`src/rtl/obj_stream_loader.sv`:
```
// Byte-stream loader: packs bytes into DATA_W words and writes (optionally reads back) each one to RAM.
// Latency: word-completing byte at cycle k -> mem_cs_o at k+1; backpressure: byte_ready_o only high in PACK.
module obj_stream_loader #(
    parameter int DATA_W     = 32,
    parameter int ADDR_W     = 32,
    parameter int BIG_ENDIAN = 1,
    parameter int VERIFY     = 1,
    parameter int TIMEOUT    = 255
) (
    input  logic              clk_i,
    input  logic              rst_i,
    input  logic              start_i,
    input  logic [ADDR_W-1:0] base_addr_i,
    input  logic              byte_valid_i,
    input  logic [7:0]        byte_data_i,
    input  logic              byte_last_i,
    output logic              byte_ready_o,
    output logic [ADDR_W-1:0] mem_addr_o,
    output logic [DATA_W-1:0] mem_wdata_o,
    input  logic [DATA_W-1:0] mem_rdata_i,
    input  logic              mem_done_i,
    output logic              mem_cs_o,
    output logic              mem_we_o,
    output logic              mem_oe_o,
    output logic              busy_o,
    output logic              done_o,
    output logic              error_o,
    output logic [ADDR_W-1:0] err_addr_o,
    output logic [ADDR_W-1:0] word_count_o
);

    localparam int BPW   = DATA_W / 8;
    localparam int IDX_W = (BPW > 1) ? $clog2(BPW) : 1;
    localparam int TMO_W = $clog2(TIMEOUT + 1);

    typedef enum logic [2:0] {S_IDLE, S_PACK, S_WRITE, S_GAP, S_READ, S_FINISH} state_t;

    state_t             state_q, state_d;
    logic [ADDR_W-1:0]  addr_q, addr_d;
    logic [DATA_W-1:0]  wdata_q, wdata_d;
    logic [DATA_W-1:0]  pack_q, pack_d;
    logic [IDX_W-1:0]   idx_q, idx_d;
    logic               last_q, last_d;
    logic [TMO_W-1:0]   tmo_q, tmo_d;
    logic               error_q, error_d;
    logic [ADDR_W-1:0]  err_addr_q, err_addr_d;
    logic [ADDR_W-1:0]  wcnt_q, wcnt_d;

    logic [IDX_W-1:0]   lane;
    logic [DATA_W-1:0]  merged;
    logic               xfer;
    logic               word_full;
    logic               tmo_hit;

    // Lane 0 is bits [7:0]; big-endian mirrors the byte index so the first byte lands in the MSB lane.
    assign lane      = (BIG_ENDIAN != 0) ? IDX_W'(BPW - 1) - idx_q : idx_q;
    assign merged    = pack_q | (DATA_W'(byte_data_i) << {lane, 3'b000});
    assign xfer      = (state_q == S_PACK) && byte_valid_i;
    assign word_full = (idx_q == IDX_W'(BPW - 1));
    assign tmo_hit   = !mem_done_i && (tmo_q == TMO_W'(TIMEOUT - 1));

    always_comb begin
        state_d    = state_q;
        addr_d     = addr_q;
        wdata_d    = wdata_q;
        pack_d     = pack_q;
        idx_d      = idx_q;
        last_d     = last_q;
        tmo_d      = tmo_q;
        error_d    = error_q;
        err_addr_d = err_addr_q;
        wcnt_d     = wcnt_q;

        unique case (state_q)
            S_IDLE: begin
                if (start_i) begin
                    addr_d  = base_addr_i;
                    wcnt_d  = '0;
                    error_d = 1'b0;
                    pack_d  = '0;
                    idx_d   = '0;
                    state_d = S_PACK;
                end
            end
            S_PACK: begin
                if (xfer) begin
                    if (word_full || byte_last_i) begin
                        wdata_d = merged;
                        pack_d  = '0;
                        idx_d   = '0;
                        last_d  = byte_last_i;
                        tmo_d   = '0;
                        state_d = S_WRITE;
                    end else begin
                        pack_d = merged;
                        idx_d  = idx_q + IDX_W'(1);
                    end
                end
            end
            S_WRITE: begin
                if (mem_done_i) begin
                    wcnt_d = wcnt_q + ADDR_W'(1);
                    tmo_d  = '0;
                    if (VERIFY != 0) begin
                        state_d = S_GAP;
                    end else if (last_q) begin
                        state_d = S_FINISH;
                    end else begin
                        addr_d  = addr_q + ADDR_W'(1);
                        state_d = S_PACK;
                    end
                end else if (tmo_hit) begin
                    error_d    = 1'b1;
                    err_addr_d = addr_q;
                    state_d    = S_FINISH;
                end else begin
                    tmo_d = tmo_q + TMO_W'(1);
                end
            end
            // Forces chip select low for one cycle between the write and its read-back.
            S_GAP: begin
                tmo_d   = '0;
                state_d = S_READ;
            end
            S_READ: begin
                if (mem_done_i) begin
                    if (mem_rdata_i != wdata_q) begin
                        error_d    = 1'b1;
                        err_addr_d = addr_q;
                        state_d    = S_FINISH;
                    end else if (last_q) begin
                        state_d = S_FINISH;
                    end else begin
                        addr_d  = addr_q + ADDR_W'(1);
                        state_d = S_PACK;
                    end
                end else if (tmo_hit) begin
                    error_d    = 1'b1;
                    err_addr_d = addr_q;
                    state_d    = S_FINISH;
                end else begin
                    tmo_d = tmo_q + TMO_W'(1);
                end
            end
            S_FINISH: state_d = S_IDLE;
            default:  state_d = S_IDLE;
        endcase
    end

    always_ff @(posedge clk_i or posedge rst_i) begin
        if (rst_i) begin
            state_q    <= S_IDLE;
            addr_q     <= '0;
            wdata_q    <= '0;
            pack_q     <= '0;
            idx_q      <= '0;
            last_q     <= 1'b0;
            tmo_q      <= '0;
            error_q    <= 1'b0;
            err_addr_q <= '0;
            wcnt_q     <= '0;
        end else begin
            state_q    <= state_d;
            addr_q     <= addr_d;
            wdata_q    <= wdata_d;
            pack_q     <= pack_d;
            idx_q      <= idx_d;
            last_q     <= last_d;
            tmo_q      <= tmo_d;
            error_q    <= error_d;
            err_addr_q <= err_addr_d;
            wcnt_q     <= wcnt_d;
        end
    end

    assign byte_ready_o = (state_q == S_PACK);
    assign mem_cs_o     = (state_q == S_WRITE) || (state_q == S_READ);
    assign mem_we_o     = (state_q == S_WRITE);
    assign mem_oe_o     = (state_q == S_READ);
    assign busy_o       = (state_q == S_PACK) || (state_q == S_WRITE) ||
                          (state_q == S_GAP)  || (state_q == S_READ);
    assign done_o       = (state_q == S_FINISH);
    assign mem_addr_o   = addr_q;
    assign mem_wdata_o  = wdata_q;
    assign error_o      = error_q;
    assign err_addr_o   = err_addr_q;
    assign word_count_o = wcnt_q;

endmodule
```
`config.mk`:
```
export PLATFORM = sky130hd
export DESIGN_NAME = obj_stream_loader
export DESIGN_NICKNAME = d
export VERILOG_FILES = /design/src/rtl/obj_stream_loader.sv
export SDC_FILE = /design/constraint.sdc
export NUM_CORES = 1
export LEC_CHECK = 0
export ABC_AREA = 1
export BUFFER_PORTS_ARGS = -buffer_cell sky130_fd_sc_hd__buf_2
export CAP_MARGIN = 5
export CORE_ASPECT_RATIO = 1.1
export CORE_MARGIN = 3
export CORE_UTILIZATION = 40
export CTS_CLUSTER_SIZE = 30
export DETAILED_ROUTE_END_ITERATION = 10
export PLACE_DENSITY = 0.59
export SLEW_MARGIN = 20
export SYNTH_ARGS = -nofsm -noshare
export SYNTH_HDL_FRONTEND = slang
export SYNTH_SLANG_ARGS = --single-unit
```
`constraint.sdc`:
```
create_clock -name clk_i -period 7.3 [get_ports clk_i]
set_clock_uncertainty 0.1 [all_clocks]
set_input_delay 0.365 -clock clk_i [delete_from_list [all_inputs] [get_ports clk_i]]
set_output_delay 0.365 -clock clk_i [all_outputs]
set_load 0.02 [all_outputs]
```
; ---- After elaboration in Yosys (flattened, before gate mapping)
; Index checks and enable logic that the tools add are counted.
[op_classes]
n_addsub = 5
multipliers = 0
div_mod_pow = 0
order_cmp = 0
n_eq_ne = 18
shift = 1
muxes = 41
bitwise_logic = 1
n_reduce_logical = 23
[op_table]
columns = operator, n
row1 = 32-bit two-way mux, 12
row2 = 32-bit one-hot mux with 2 select lines, 4
row3 = 32-bit by 1-bit adder with 32-bit output (second input constant), 2
row4 = 8-bit two-way mux, 5
row5 = 32-bit inequality test, 1
row6 = 32-bit OR, 1
row7 = 8-bit one-hot mux with 4 select lines, 1
row8 = 8-bit by 5-bit left shift with 32-bit output, 1
row9 = 3-bit two-way mux, 8
row10 = 3-bit one-hot mux with 5 select lines, 1
row11 = 3-bit AND reduction, 5
row12 = 2-bit inequality test (second input constant), 7
row13 = 8-bit by 1-bit adder with 8-bit output (second input constant), 1
row14 = 8-bit equality test (second input constant), 1
row15 = 4-bit AND reduction, 2
row16 = 2-bit nonzero test, 4
row17 = 3-bit by 2-bit equality test with 1-bit output (second input constant), 2
row18 = 3-bit equality test (second input constant), 2
row19 = 2-bit two-way mux, 3
row20 = 1-bit logical OR, 5
row21 = 1-bit two-way mux, 5
row22 = 5-bit AND reduction, 1
row23 = 2-bit by 1-bit inequality test with 1-bit output (second input constant), 2
row24 = 2-bit one-hot mux with 2 select lines, 1
row25 = other kinds (11), 12
[totals]
reg_bits = 175
latchBits = 0
ramBits = 0
mem_bits_ro = 0
input_bits = 78
out_inout_bits = 135
elab_cells = 99
n_memories = 0

; ---- Longest topological paths before layout
; Gate-level depths: netlist of the first run.
[depth]
depth_word = 6
depth_mapped = 13
ltp_nobuf = 12

; ---- Least setup slack after synthesis of the first run
; OpenSTA, ideal clock, no wires.
[synth_path]
path_type = flip-flop to flip-flop
start = reg addr_q[0], in the netlist mem_addr_o[0]
end = reg addr_q[28], in the netlist mem_addr_o[28]
setup_ps = 118
t_arrival_ps = 1679
t_required_ps = 7082
path_slack_ps = 5403
path_stages_with_launch = 13
path_buffers = 0
period_less_slack_ps = 1897
cell_sequence = dfrtp_1 > ha_1 > inv_1 > nor2_1 > inv_1 > nor2_1 > nand2_1 > nand2_1 > nand2_1 > nand2_1 > nand2_1 > nand3_1 > nand2_1
[synth_via]
elab_chain_len = 5
[synth_lines]
columns = element, line_no
row1 = start: declaration, 39  ; logic [ADDR_W-1:0] addr_q, addr_d;
row2 = start signal: assignment, 164  ; addr_q <= addr_d;
row3 = 32-bit by 1-bit adder with 32-bit output, 134  ; addr_d = addr_q + ADDR_W'(1);
row4 = 32-bit two-way mux, 131  ; end else if (last_q) begin
row5 = 32-bit two-way mux, 127  ; if (mem_rdata_i != wdata_q) begin
row6 = 32-bit two-way mux, 126  ; if (mem_done_i) begin
row7 = 32-bit one-hot mux with 2 select lines, 74  ; unique case (state_q)
; No other way between the ends. The select of a mux whose other input is x is not followed.
; A chain may end at the register's enable or synchronous reset.

; ---- Final worst setup path of the first run
[layout_path]
start = reg state_q[0]
end = reg err_addr_q[5], in the netlist err_addr_o[5]
[layout_via]
elab_chain_len = 3
word_cells_on_any_way = 7
cone_classes = eq/ne: 4 / mux: 1 / reduce/logical: 2
[layout_lines]
columns = element, line_no
row1 = start: declaration, 38  ; state_t state_q, state_d;
row2 = start signal: assignment, 163  ; state_q <= state_d;
row3 = 3-bit equality test / 3-bit by 2-bit equality test with 1-bit output (equally long branches), 74
row4 = "3-bit by 2-bit inequality test with 1-bit output (no source line), or another cell as far along", -
row5 = 3-bit AND reduction (no source line), -
row6 = end signal: assignment, 171  ; err_addr_q <= err_addr_d;
row7 = end: declaration, 46  ; logic [ADDR_W-1:0] err_addr_q, err_addr_d;
; Several ways; a longest one is shown, not always the timed one.

==> metrics.yaml, run 1 <==
totalNegativeSetupSlack_ns: 0
clock_power_share_pct: 22.0
ff2ff_setup_slack_ns: 3.68
die_h_um: 171
cts.reportedPaths.clkPinSlew_ns: 0.07
postSynth.topFlopCell: "sky130_fd_sc_hd__dfrtp_1"
pwr-share-comb_pct: 39.4
grt_first_pass_wirelength_mm: 46.7
cp-start-kind: "register"
power-per-cell-area_mw_per_mm2: 332
finalHoldViolCount: 8
post-cts-setup-buffers: 0
endpoint_kind: "register"
num-fill-cells: 2481
tritoncts: "done"
slew_headroom_pct: 27.9
seq_power_share_pct: 38.6
crit_path_max_fanout: 43
crit_slowest_cell: "sky130_fd_sc_hd__nand3_2"
drt-initial-drc-count: 625
netlist_area_pre_place_mm2: 0.00988
detail_route.wirelength_mm: 29.0
layout.cell_area.non_filler_mm2: 0.0117
critPathMaxStageDelay_ns: 0.63
syn2layout_area_growth_pct: 18.3
rows: 59
final_layout_size_suffix_gt1_share_pct: 17.7
power.switching_mw: 1.77
via_per_inst: 5.03
core-area_mm2: 0.0240
groute.usage.overall_pct: 21.7
final.min_clock_period_ns: 3.62
first_global_vias: 9045
clock_root_buffer: "sky130_fd_sc_hd__clkbuf_16"
holdCritPathClass: "input pin to async pin"
start_util_pct: 41.2
setup_violations: 0
power_leakage_nw: 6.05
run_status: "finished, violations left"
cellInternalPower_mw: 2.10
die_w_um: 156
die_area_mm2: 0.0266
max_cap_viol_count: 0
worstSetupPathType: "register to register"
crit_arrival_ns: 3.83
synth-edff-count: 0
timing.critical_path.buf_inv: 2
cts_sinks: 175
post_layout_nonfiller_instances: 1903
placedInstanceArea_mm2: 0.0112
synthDistinctLibCells: 37
placedCellCount: 1870
cts-buffers-inserted: 17
r2r-end: "err_addr_o[5]"
drt-pass1-iter-count: 5
actual_transition_at_the_worst_max_transition_pin_ns: 1.08
crit_top_cell: "sky130_fd_sc_hd__nand2_1"
route.vias.total: 9574
crit_chain: "nor2_2 > nand2_2 > inv_2 > nand2_1 > a21boi_2 > buf_4 > nand3_2 > nand2_1 > nand2_1"
synth.yosys.warnings: 0
place_worst_setup_slack_ns: 3.24
rr_worst_depth: 9
syn-instance-count: 1401
syn-num-nets: 1484
synth_seq_area_share_pct: 44.3
synth.ff_latch_count: 175
post_layout_nets: 1667
cts_hold_repair.buffers: 0
hold_slack_ns: -0.0331
grt_max_degree: 102
report.final.slew_viol_count: 0
cts_buffer_depth: 2
irDropWorstVdd_mv: 0.145
globalRoute.totalOverflow: 0
post-dp-hpwl_mm: 21.0
final.period_utilization_pct: 49.6
cts-resized-gates: 0
drc: 0
later_pin_clock_latency_in_the_skew_report_ns: 0.44
worstReg2RegStart: "state_q[0]"
number_of_antenna_violations_at_the_first_check_in_global_routing: 2
path_delay_family: "simple AND/OR/NAND/NOR gates"
power.share.switching_pct: 45.7
failed_checks: "hold timing"
syn-mean-instance-area_um2: 7.06
gp_congestion: 0.919
avgRoutedWirePerCell_um: 15.2
ys_async_sr_fraction_pct: 100
final_critical_path_setup_slack_ns: 3.68
ios: 213
rsz0062_at_grt: "no"
ant_nets: 0
fmax_mhz: 276
htree_levels: 4
io_buffers: 212
worst-endpoint-required_ns: 7.51
-- flip-flops by register name (all words and copies together) (netlist names) --
name	cells
mem_addr_o	32
last_q	1
mem_wdata_o	32
idx_q	2
err_addr_o	32
pack_q	32
word_count_o	32
state_q	3
tmo_q	8
error_o	1
-- layer usage --
| layer | vias to the layer above | wire length [um] | GRT usage [%] |
|---|---|---|---|
| li1 | 4868 | - | - |
| met3 | 45 | 1630 | 4.22 |
| met4 | 2 | 721 | 7.68 |
| met5 | - | 20 | 0 |
| met1 | 4398 | 13100 | 29.1 |
| met2 | 261 | 13500 | 35.2 |
-- final cells by class --
cell class                      instances  area [um2]  area share (%)
Tap cell                              305         382            3.26
Multi-Input combinational cell       1044        4800            41.1
Clock buffer                           20         447            3.82
Antenna cell                            1        2.50          0.0214
Clock inverter                         12        88.8           0.760
Inverter                              130         493            4.22
Sequential cell                       175        4380            37.4
Timing Repair Buffer                  216        1100            9.39
-- cells in the mapped netlist (4+ instances only) --
cell type,count,share of area [%]
sky130_fd_sc_hd__a21oi_1,31,1.6
sky130_fd_sc_hd__a31o_2,5,0.44
sky130_fd_sc_hd__a31oi_1,10,0.63
sky130_fd_sc_hd__buf_1,5,0.19
sky130_fd_sc_hd__buf_2,20,1.0
sky130_fd_sc_hd__clkbuf_1,26,0.99
sky130_fd_sc_hd__dfrtp_1,175,44
sky130_fd_sc_hd__ha_1,5,0.63
sky130_fd_sc_hd__inv_1,123,4.7
sky130_fd_sc_hd__inv_2,7,0.27
sky130_fd_sc_hd__nand2_1,545,21
sky130_fd_sc_hd__nand2_2,4,0.25
sky130_fd_sc_hd__nand3_1,68,3.4
sky130_fd_sc_hd__nand3b_1,14,1.1
sky130_fd_sc_hd__nand4_1,57,3.6
sky130_fd_sc_hd__nor2_1,119,4.5
sky130_fd_sc_hd__nor3_1,23,1.2
sky130_fd_sc_hd__nor3_2,5,0.51
sky130_fd_sc_hd__o21ai_0,87,4.4
sky130_fd_sc_hd__o21ai_1,7,0.35
sky130_fd_sc_hd__o21bai_1,5,0.38
sky130_fd_sc_hd__o22ai_1,8,0.51
sky130_fd_sc_hd__xnor2_1,22,1.9
sky130_fd_sc_hd__xor2_1,4,0.35
-- worst register-to-register path, cell delays in order, from the launching register on --
cell	delay, ns
sky130_fd_sc_hd__dfrtp_1	0.46
sky130_fd_sc_hd__nor2_2	0.19
sky130_fd_sc_hd__nand2_2	0.44
sky130_fd_sc_hd__inv_2	0.61
sky130_fd_sc_hd__nand2_1	0.22
sky130_fd_sc_hd__a21boi_2	0.19
sky130_fd_sc_hd__buf_4	0.34
sky130_fd_sc_hd__nand3_2	0.63
sky130_fd_sc_hd__nand2_1	0.26
sky130_fd_sc_hd__nand2_1	0.06
-- power by group through the flow --
stage               combinational [mW]  clock, mW  sequential (mW)
global route                      1.73      0.913             1.54
detailed placement                1.54          0             1.51
global placement                  1.52          0             1.51
CTS                               1.54      0.871             1.49
floorplan                        0.907          0             1.62
finish                            1.53      0.852             1.50
-- logic make-up (layout without fill, tap and decap cells) --
logic type                 count (synthesis)  count (layout)  synth area share (%)
adders and majority gates                  5               5                 0.633
buffers and inverters                    182             378                  7.20
DFF                                      175             175                  44.3
xor gates and xnor gates                  26              26                  2.30
AOI/OAI and AO/OA                        161             161                  9.03
and+or+nand+nor                          852             852                  36.5
other                                      0               1                     0
-- worst max path at each step --
stage | from | endpoint | slack [ns] | cells after the start
finish | state_q[0] | err_addr_o[5] | 3.68 | 9
global route | state_q[0] | err_addr_o[5] | 3.18 | 9
CTS | state_q[0] | mem_addr_o[21] | 3.22 | 7
detailed placement | state_q[0] | mem_addr_o[21] | 3.24 | 7
global placement | state_q[0] | err_addr_o[12] | 3.12 | 8
floorplan | rst_i | err_addr_o[0] | 2.09 | 1
-- placed cells by master (no fill, tap or decap), types with 6 or more instances in the layout --
cell type                     n
sky130_fd_sc_hd__nor3_1      22
sky130_fd_sc_hd__nor3_2       6
sky130_fd_sc_hd__xnor2_1     22
sky130_fd_sc_hd__a21oi_1     31
sky130_fd_sc_hd__buf_2      212
sky130_fd_sc_hd__dfrtp_1    175
sky130_fd_sc_hd__nand2_1    543
sky130_fd_sc_hd__inv_1      122
sky130_fd_sc_hd__nand2_2      6
sky130_fd_sc_hd__o21ai_0     87
sky130_fd_sc_hd__a31oi_1     10
sky130_fd_sc_hd__nand3_1     68
sky130_fd_sc_hd__inv_2        7
sky130_fd_sc_hd__nand4_1     57
sky130_fd_sc_hd__nor2_1     119
sky130_fd_sc_hd__nand3b_1    14
sky130_fd_sc_hd__clkbuf_16   17
sky130_fd_sc_hd__o22ai_1      8
sky130_fd_sc_hd__o21ai_1      7
-- per-stage QoR --
stage | hold slack (ns) | utilization, % | power (mW)
6_report | -0.0331 | 48.7 | 3.88
5_1_grt | 0.0765 | 48.7 | 4.18
4_1_cts | 0.0470 | 48.7 | 3.91
3_5_place_dp | 0.353 | 46.5 | 3.05
3_3_place_gp | 0.351 | 46.4 | 3.03
2_1_floorplan | 0.343 | - | 2.53
Power figures use the tool's default switching activity.
==> run 2, diff against run 1 <==
PLACE_DENSITY = 0.61   (was 0.59)
clock period = 3.21 ns   (was 7.3 ns; I/O delays follow)
==> run 2 against run 1 <==
Against the previous run:
- the flow now finishes without violations
- cell count grew 2.3%
- global-route usage grew 0.060 points
- flip-flop and latch count is the same
- power grew 130%
- largest power group unchanged
==> metrics.yaml, run 2 (synthesis results as in run 1) <==
drt-pass1-iter-count: 5  # unchanged
post_layout_power_mw: 9.06  # +130%
start_util_pct: 41.2  # unchanged
holdCritPathClass: "input pin to register"
rsz0062_at_grt: "no"
post_layout_nonfiller_instances: 1946  # +2.3%
path_delay_family: "simple AND/OR/NAND/NOR gates"
top_library_cells_by_usage_in_the_layout_fill_and_taps_aside: "sky130_fd_sc_hd__nand2_1 (545), sky130_fd_sc_hd__buf_2 (212), sky130_fd_sc_hd__dfrtp_1 (175), sky130_fd_sc_hd__inv_1 (122), sky130_fd_sc_hd__nor2_1 (119)"
fmax_mhz: 372  # +34%
final.min_clock_period_ns: 2.69  # -0.927 ns
cts_sinks: 175  # unchanged
cts-buffers-inserted: 17  # unchanged
first_global_vias: 9180  # +1.5%
die_w_um: 156  # unchanged
report.final.slew_viol_count: 0  # unchanged
post_layout_nets: 1711  # +2.6%
run_status: "complete, no violations"
die_h_um: 171  # unchanged
ios: 213  # unchanged
crit_path_max_fanout: 27  # -37%
cts.reportedPaths.clkPinSlew_ns: 0.07  # about the same
endpoint_kind: "register"
mostFrequentLayoutCell: "sky130_fd_sc_hd__nand2_1"
cts_buffer_depth: 2  # unchanged
htree_levels: 4  # unchanged
crit_arrival_ns: 2.93  # -0.90 ns
slew_headroom_pct: 49.3  # +21 points
finish.utilization_pct: 50.8  # +2.0 points
clock_root_buffer: "sky130_fd_sc_hd__clkbuf_16"
tritoncts: "done"
final_layout_size_suffix_gt1_share_pct: 18.0  # +0.26 points
placedInstanceArea_mm2: 0.0113  # +0.95%
die_area_mm2: 0.0266  # unchanged
final.period_utilization_pct: 83.8  # +34 points
worstSetupPathType: "register to register"
core-area_mm2: 0.0240  # unchanged
final_critical_path_setup_slack_ns: 0.518  # -3.16 ns
via_per_inst: 5.07  # +0.72%
n_antenna_cell: 0  # -1
post-cts-setup-buffers: 0  # unchanged
post-dp-hpwl_mm: 21.1  # +0.20%
cts_hold_repair.buffers: 32  # +32
ant_nets: 0  # unchanged
placedCellCount: 1882  # +0.64%
power_leakage_nw: 6.26  # +3.6%
num-fill-cells: 2381  # -4.0%
io_buffers: 212  # unchanged
drt-initial-drc-count: 579  # -7.4%
crit_slowest_cell: "sky130_fd_sc_hd__nand3_2"
cp-start-kind: "register"
crit_chain: "nor2_1 > nand2_1 > inv_2 > nand2_1 > nand3_2 > inv_2 > nand3_2 > o21ai_0"
gp_congestion: 0.891  # -3.1%
detail_route.wirelength_mm: 28.9  # -0.29%
rows: 59  # unchanged
place_worst_setup_slack_ns: 0.473  # -2.76 ns
route.vias.total: 9861  # +3.0%
globalRoute.totalOverflow: 0  # unchanged
worst-endpoint-required_ns: 3.45  # -4.06 ns
avgRoutedWirePerCell_um: 14.8  # -2.5%
layout.cell_area.non_filler_mm2: 0.0122  # +4.1%
syn2layout_area_growth_pct: 23.2
irDropWorstVdd_mv: 0.412  # +180%
critPathMaxStageDelay_ns: 0.53  # -0.10 ns
actual_transition_at_the_worst_max_transition_pin_ns: 0.760  # -0.321 ns
setup_violations: 0  # unchanged
finalHoldViolCount: 0  # -8
timing.critical_path.buf_inv: 2  # unchanged
hold_slack_ns: 0.0167  # +0.0498 ns
later_pin_clock_latency_in_the_skew_report_ns: 0.44  # about the same
power-per-cell-area_mw_per_mm2: 744  # +120%
max_cap_viol_count: 0  # unchanged
grt_max_degree: 106  # +3.9%
totalNegativeSetupSlack_ns: 0  # unchanged
number_of_antenna_violations_at_the_first_check_in_global_routing: 1  # -1
groute.usage.overall_pct: 21.8  # +0.060 points
grt_first_pass_wirelength_mm: 47.1  # +0.86%
cts-resized-gates: 0  # unchanged
drc: 0  # unchanged
## run 2: cell count changes in the layout (fill, tap and decap cells not counted), sizes merged
cell,previous run,this run
inv,132,135
clkinvlp,3,4
dlygate4sd3,0,32
diode,1,0
bufinv,0,1
clkinv,7,5
clkbuf,20,17
buf,216,228
## run 2: cell type report
type	count	area, um2	area share (%)
Clock inverter	15	174	1.43
Multi-Input combinational cell	1044	4800	39.4
Timing Repair Buffer	260	1530	12.5
Sequential cell	175	4380	36.0
Tap cell	305	382	3.13
Inverter	130	492	4.04
Clock buffer	17	425	3.49
## run 2: routing by layer
layer	wire (um)	vias up	part of all wire (%)	global-route usage (%)
met5	7	-	0.024	0
met4	729	2	2.5	7.49
met3	1700	49	5.9	4.07
met2	13300	280	46	34.7
met1	13100	4565	46	30.0
li1	-	4965	-	-
## run 2: final timing paths
path                                   end            from  cells past startpoint  slack, ns
setup / recovery                pack_q[23]      state_q[1]                      8       0.52
max in group asynchronous   mem_addr_o[22]           rst_i                      4       2.17
hold / removal                  pack_q[20]  byte_data_i[4]                      3       0.02
min in group asynchronous  word_count_o[4]           rst_i                      4       0.30
setup reg to reg                pack_q[23]      state_q[1]                      8       0.52
hold reg to reg              err_addr_o[2]   err_addr_o[2]                      2       0.37
## run 2: worst min-delay path, cell delays in order
cell,delay [ns]
sky130_fd_sc_hd__buf_2,0.12
sky130_fd_sc_hd__a31oi_1,0.12
sky130_fd_sc_hd__a21oi_1,0.10
## run 2: report_power, final
part	switching (mW)	internal [mW]	total, mW
logic	2.43	1.14	3.57
clock network	1.00	1.11	2.11
registers	0.670	2.71	3.38
